$ cat config.mk
export PLATFORM = sky130hd
export DESIGN_NAME = cache_miss_ctrl
export DESIGN_NICKNAME = d
export VERILOG_FILES = /design/src/rtl/cache_miss_ctrl.sv
export SDC_FILE = /design/constraint.sdc
export NUM_CORES = 1
export LEC_CHECK = 0
export CAP_MARGIN = 20
export CORE_ASPECT_RATIO = 0.5
export CORE_MARGIN = 4
export CORE_UTILIZATION = 30
export CTS_CLUSTER_DIAMETER = 40
export DETAILED_ROUTE_END_ITERATION = 8
export PLACE_DENSITY = 0.59
export RECOVER_POWER = 25
export SLEW_MARGIN = 20
export SYNTH_ARGS = -nofsm -noshare
export SYNTH_HDL_FRONTEND = slang
export SYNTH_SLANG_ARGS = --single-unit
$ cat constraint.sdc
create_clock -name clk_i -period 1.9 [get_ports clk_i]
set_clock_uncertainty 0.15 [all_clocks]
set_input_delay 0.38 -clock clk_i [delete_from_list [all_inputs] [get_ports clk_i]]
set_output_delay 0.38 -clock clk_i [all_outputs]
set_load 0.005 [all_outputs]
$ cat src/rtl/cache_miss_ctrl.sv
// Cache miss controller: runs lookup, optional dirty-victim writeback and line
// refill for one CPU request at a time, strobing the replacement policy.
`timescale 1ns/1ps
module cache_miss_ctrl #(
  parameter  int unsigned SETS       = 128,
  parameter  int unsigned WAYS       = 2,
  parameter  int unsigned LINE_WORDS = 4,
  parameter  int unsigned ADDR_W     = 32,
  localparam int unsigned OFF_W      = $clog2(LINE_WORDS) + 2,
  localparam int unsigned IDX_W      = $clog2(SETS),
  localparam int unsigned TAG_W      = ADDR_W - IDX_W - OFF_W,
  localparam int unsigned WAY_W      = $clog2(WAYS),
  localparam int unsigned CNT_W      = $clog2(LINE_WORDS)
) (
  input  logic              clk_i,
  input  logic              rst_ni,
  input  logic              req_valid_i,
  input  logic [ADDR_W-1:0] req_addr_i,
  output logic              req_ready_o,
  input  logic              lookup_hit_i,
  input  logic [WAY_W-1:0]  lookup_way_i,
  input  logic [WAY_W-1:0]  victim_way_i,
  input  logic              victim_dirty_i,
  input  logic [TAG_W-1:0]  victim_tag_i,
  output logic [IDX_W-1:0]  set_index_o,
  output logic              pol_hit_o,
  output logic              pol_miss_o,
  output logic              pol_fill_o,
  output logic [WAY_W-1:0]  pol_way_o,
  output logic              mem_req_valid_o,
  input  logic              mem_req_ready_i,
  output logic              mem_req_we_o,
  output logic [ADDR_W-1:0] mem_req_addr_o,
  output logic              mem_wvalid_o,
  input  logic              mem_wready_i,
  input  logic              mem_rvalid_i,
  output logic              fill_we_o,
  output logic [WAY_W-1:0]  fill_way_o,
  output logic [CNT_W-1:0]  fill_word_o,
  output logic              resp_valid_o,
  output logic              resp_hit_o
);

  typedef enum logic [2:0] {
    IDLE, LOOKUP, WB_REQ, WB_DATA, RF_REQ, RF_DATA, DONE
  } state_t;

  state_t                    r_state;
  state_t                    w_next;
  logic [ADDR_W-OFF_W-1:0]   r_line;
  logic [WAY_W-1:0]          r_vway;
  logic [TAG_W-1:0]          r_vtag;
  logic                      r_hit;
  logic [CNT_W-1:0]          r_cnt;
  logic                      w_last;

  assign w_last      = (r_cnt == CNT_W'(LINE_WORDS - 1));
  assign set_index_o = r_line[IDX_W-1:0];

  // State register
  always_ff @(posedge clk_i or negedge rst_ni) begin
    if (!rst_ni) r_state <= IDLE;
    else         r_state <= w_next;
  end

  // Next state and per-state outputs
  always_comb begin
    w_next          = r_state;
    req_ready_o     = 1'b0;
    pol_hit_o       = 1'b0;
    pol_miss_o      = 1'b0;
    pol_fill_o      = 1'b0;
    pol_way_o       = '0;
    mem_req_valid_o = 1'b0;
    mem_req_we_o    = 1'b0;
    mem_req_addr_o  = '0;
    mem_wvalid_o    = 1'b0;
    fill_we_o       = 1'b0;
    fill_way_o      = '0;
    fill_word_o     = '0;
    resp_valid_o    = 1'b0;
    resp_hit_o      = 1'b0;
    case (r_state)
      IDLE: begin
        req_ready_o = 1'b1;
        if (req_valid_i) w_next = LOOKUP;
      end
      LOOKUP: begin
        if (lookup_hit_i) begin
          pol_hit_o = 1'b1;
          pol_way_o = lookup_way_i;
          w_next    = DONE;
        end else begin
          pol_miss_o = 1'b1;
          w_next     = victim_dirty_i ? WB_REQ : RF_REQ;
        end
      end
      WB_REQ: begin
        mem_req_valid_o = 1'b1;
        mem_req_we_o    = 1'b1;
        mem_req_addr_o  = {r_vtag, r_line[IDX_W-1:0], OFF_W'(0)};
        if (mem_req_ready_i) w_next = WB_DATA;
      end
      WB_DATA: begin
        mem_wvalid_o = 1'b1;
        fill_way_o   = r_vway;
        fill_word_o  = r_cnt;
        if (mem_wready_i && w_last) w_next = RF_REQ;
      end
      RF_REQ: begin
        mem_req_valid_o = 1'b1;
        mem_req_addr_o  = {r_line, OFF_W'(0)};
        if (mem_req_ready_i) w_next = RF_DATA;
      end
      RF_DATA: begin
        fill_we_o   = mem_rvalid_i;
        fill_way_o  = r_vway;
        fill_word_o = r_cnt;
        if (mem_rvalid_i && w_last) begin
          pol_fill_o = 1'b1;
          pol_way_o  = r_vway;
          w_next     = DONE;
        end
      end
      DONE: begin
        resp_valid_o = 1'b1;
        resp_hit_o   = r_hit;
        w_next       = IDLE;
      end
      default: w_next = IDLE;
    endcase
  end

  // Request latch, victim latch and beat counter (wraps at line end)
  always_ff @(posedge clk_i or negedge rst_ni) begin
    if (!rst_ni) begin
      r_line <= '0;
      r_vway <= '0;
      r_vtag <= '0;
      r_hit  <= 1'b0;
      r_cnt  <= '0;
    end else begin
      if (r_state == IDLE && req_valid_i) r_line <= req_addr_i[ADDR_W-1:OFF_W];
      if (r_state == LOOKUP) begin
        r_hit <= lookup_hit_i;
        if (!lookup_hit_i) begin
          r_vway <= victim_way_i;
          r_vtag <= victim_tag_i;
        end
      end
      if ((r_state == WB_DATA && mem_wready_i) || (r_state == RF_DATA && mem_rvalid_i))
        r_cnt <= r_cnt + CNT_W'(1);
    end
  end

endmodule

=== Word-level counts from Yosys, hierarchy flattened ===
Cells that the tools add are included.

* Add/subtract/negate cells: 1
* Equality and inequality tests: 12
* Multiplexer cells: 27
* Bitwise operators: 1
* Reductions and logical operators: 11

{| class="wikitable"
|+ Operators with widths
! operator !! number
|-
| $pmux W32 S2 || 1
|-
| $mux W3 || 7
|-
| $pmux W3 S6 || 1
|-
| $mux W1 || 16
|-
| $ne A2 B2 Y1 const B || 5
|-
| $eq A3 B3 Y1 const B || 3
|-
| $eq A3 B2 Y1 const B || 2
|-
| $logic_and A1 B1 Y1 || 5
|-
| $reduce_and A5 Y1 || 1
|-
| $reduce_or A2 Y1 || 2
|-
| $eq A3 B1 Y1 const B || 1
|-
| $logic_not A3 Y1 || 1
|-
| $add A2 B1 Y2 const B || 1
|-
| $eq A2 B2 Y1 const B || 1
|-
| $mux W2 || 1
|-
| $pmux W1 S2 || 1
|-
| $reduce_and A2 Y1 || 1
|-
| $logic_or A1 B1 Y1 || 1
|-
| $not A1 Y1 || 1
|}

* Bits in registers: 56

=== Depth between registers and ports, before layout ===
* Word-level depth: 4
* Mapped depth: 6

=== Least setup slack after synthesis ===
OpenSTA, ideal clock, no wires.

* Path type: register to output
* Start point: register r_state[2]
* End point: output port pol_way_o
* Data arrival time: 1.231 ns
* Data required time: 1.370 ns
* Slack: 0.139 ns
* Stages on the path, launching flop included: 6
* Cells stage by stage: dfrtp_1 -> buf_6 -> nor2b_1 -> and3_1 -> and2_1 -> a22o_1

* Longest elaborated chain between the ends: 2
* Elaborated cells between the ends (all ways): 3
* Classes of those cells: eq/ne (2); mux (1)

{| class="wikitable"
|+ Ends and longest elaborated chain
! what !! RTL line !! RTL
|-
| start, declared || 48 || <nowiki>state_t r_state;</nowiki>
|-
| start signal, assigned || 63 || <nowiki>else r_state <= w_next;</nowiki>
|-
| $eq A3 B3 Y1 / $eq A3 B1 Y1 (equally long branches) || 83 || <nowiki>case (r_state)</nowiki>
|-
| $pmux W1 S2 * || 83 ||
|-
| end, declared || 29 || <nowiki>output logic [WAY_W-1:0] pol_way_o,</nowiki>
|}

Every way passes the cells marked *; elsewhere a longest branch is shown, timed or not.

=== Worst setup path after layout ===
* Start point: register r_state[1]
* End point: output port pol_way_o

Same word-level chain as after synthesis.

==> results.cfg <==
[setup_path]
critical-path-slowest-cell = dfrtp_2
crit_top_cell = buf_6
critPathRequiredTime_ns = 1.37
worstReg2RegStart = r_state[0]
critPathLaunchType = flip-flop
cp_cell_sequence = buf_6 > buf_6 > nor2b_4 > and3_4 > and2_4 > a22o_1 > buf_2
worstReg2RegEnd = r_line[6]
r2r_setup_slack_ns = -0.18
reg2reg_depth = 8
cp.arrival_ns = 1.68
path_max_fanout = 4
path_class = flip-flop to output port
slowest_delay_ns = 0.45
worst_setup_path_end_kind = output port

[synth]
synthDistinctLibCells = 33
synth_common_cells = dfrtp_1 (56), mux2_2 (33), a22o_1 (23), mux2_4 (20), buf_4 (14)
async_reset_ff_share_pct = 100
synthTopCellsByArea = dfrtp_1 (50%), mux2_2 (13%), mux2_4 (11%)
synth_edf_count = 0
synth_seq_cells = 56
yosys.area.top_type = dfrtp_1
synth.avg_cell_area_um2 = 13.6
yosysMostFrequentCell = dfrtp_1
synthFlopType = dfrtp_1
yosysWarnings = 0
netlist_instances = 208
syn-cell-area_um2 = 2830
synth_top_area_share_pct = 49.6
ys_seq_area_share_pct = 49.6

[sta]
rsz0062_at_grt = yes
worst_slack_ns = -0.315
fmaxAchievable_mhz = 452
post-route-period-util_pct = 117
min_period_ns = 2.21
hold_viol = 0
slew_viol_final = 0
tightest_slew_ns = 0.618
slew_headroom_pct = 58.8
setup_viol_count_final = 89
finalSetupTns_ns = -13.31

[floorplanning]
die_h_um = 76.6
initial_core_util_pct = 31.6
ioPinCount = 116
fp-row-count = 24
core_area_um2 = 8950
die_w_um = 145
dieArea_um2 = 11100

[routing]
final_antenna_net_count = 0
drt_first_pass_iters = 4
routed_wl_um = 9350
wire_per_inst_um = 19.0
vias = 2287
drt_iter0_drc = 91
vias_per_cell = 4.65
drc = 0

[layout]
areaGrowthSynthToFinish_pct = 73.5
design_area_um2 = 4900
drive_above_1_share_pct = 55.2
fin_util_pct = 54.8
diodes = 0
nets = 438

[place]
io_buffers = 107
dp_hpwl_um = 5580
place.gp.congestion = 0.814
post_dp_cell_area_um2 = 4090

[status]
status = finished, violations left
violations = setup timing

[power_and_ir_drop]
p_per_area_nw_per_um2 = 1660
p_leak_nw = 2.26
switchingPower_w = 0.00261
pwr-share-comb_pct = 60.9
p_int_w = 0.00553
p_clk_share_pct = 11.5
p_sw_share_pct = 32.1
sequentialPowerShare_pct = 27.5
ir_drop_v = 0.000561

[min_path]
min_to = r_hit
whs_path_depth = 1
hold_path.startpoint = r_hit
hold_class = flip-flop to flip-flop

[global_routing]
grt_antenna_before_repair = 0
grt_max_degree = 30
grt_overflow_total = 0
grt_pass1_vias = 2438
grt.total_usage_pct = 15.5
grt_pass1_wl_um = 13800

[cts]
cts_root_buffer = clkbuf_16
clock_path_buffers = 2
cts_tree = yes
cts_buffers = 5
clkLatencyLatePin_ns = 0.29
cts_sinks = 56
path_clk_slew_ns = 0.07
ctsHtreeMaxLevel = 2

[flow_run]
maxCapViolCount = 0
logic make-up (layout without fill, tap and decap cells):
group / after synthesis / in the layout / share of synthesized area (%)
adder cells (fa/ha/maj): 2 / 2 / 0.841
XOR/XNOR: 2 / 2 / 0.620
AND/OR/NAND/NOR: 37 / 37 / 8.01
other: 1 / 4 / 0.133
buffers and inverters: 26 / 190 / 7.92
AO/OA/AOI/OAI: 30 / 30 / 8.77
multiplexers: 54 / 54 / 24.1
flip-flops: 56 / 56 / 49.6
cell type report:
type,count,area [um2]
clock buffers,6,129
well taps,117,146
inverters,2,10.0
fillers,731,4040
repair buffers,180,1820
clock inverters,2,16.3
multi-input cells,129,1380
flip-flops and latches,56,1410
worst max-delay path by stage:
stage	endpoint	slack [ns]	cells past startpoint	startpoint
final	pol_way_o	-0.31	7	r_state[1]
after global routing	pol_way_o	-0.35	7	r_state[1]
after CTS	mem_req_addr_o[31]	-0.31	8	r_state[1]
after detailed placement	pol_way_o	-0.50	5	mem_rvalid_i
after global placement	pol_way_o	-0.49	5	mem_rvalid_i
after floorplan	pol_way_o	0.14	5	r_state[2]
through the flow:
stage	hold WS [ns]	cells	power (W)	worst slack (ns)
after detailed placement	0.243	439	0.00576	-0.501
after CTS	0.346	480	0.00764	-0.310
after global routing	0.381	492	0.00858	-0.354
after global placement	0.229	439	0.00566	-0.492
final	0.338	492	0.00815	-0.315
after floorplan	-0.0656	211	0.00416	0.139
power groups by stage:
| stage | Combinational [W] | Sequential [W] | Clock [W] |
|---|---|---|---|
| after floorplan | 0.00208 | 0.00208 | 0 |
| after global placement | 0.00346 | 0.00220 | 0 |
| after detailed placement | 0.00352 | 0.00224 | 0 |
| after CTS | 0.00446 | 0.00222 | 0.000959 |
| after global routing | 0.00525 | 0.00232 | 0.00101 |
| final | 0.00496 | 0.00224 | 0.000940 |
critical path: cells and delay by family, from the launching register on:
kind | cells | cell delay (ns)
AND/OR/NAND/NOR | 3 | 0.46
AO/OA/AOI/OAI | 1 | 0.13
flip-flops | 1 | 0.45
buffers and inverters | 3 | 0.36
metal layers:
| metal | wire length [um] | track usage (%) | part of all wire (%) |
|---|---|---|---|
| met5 | 0 | 0 | 0 |
| met3 | 290 | 3.09 | 3.1 |
| met2 | 4910 | 28.5 | 53 |
| met1 | 4090 | 19.1 | 44 |
| met4 | 50 | 2.75 | 0.53 |
repair_timing:
item	4_1_cts	5_1_grt
hold buffers	1	0
setup buffers	25	12
pin swaps	28	17
setup endpoints to repair	72	94
endpoints found under the hold margin	21	0
cloned	7	4
gates resized for setup	229	40
sequential cells by signal, indices dropped and copies added, names as in the netlist:
name     count
r_vway       1
r_line      28
r_vtag      21
r_state      3
r_cnt        2
r_hit        1
cell usage in the layout (no fill, tap or decap), drive strengths merged, types with 4 or more instances in the layout:
master         netlist  final
buf                 24    110
clkbuf               0     11
mux2                53     53
a22o                23     23
and3                 5      5
nor2                 4      4
nand2                6      6
clkdlybuf4s50        0     64
and2                11     11
dfrtp               56     56
nor3                 5      5
conb                 1      4
Power figures use the tool's default switching activity.
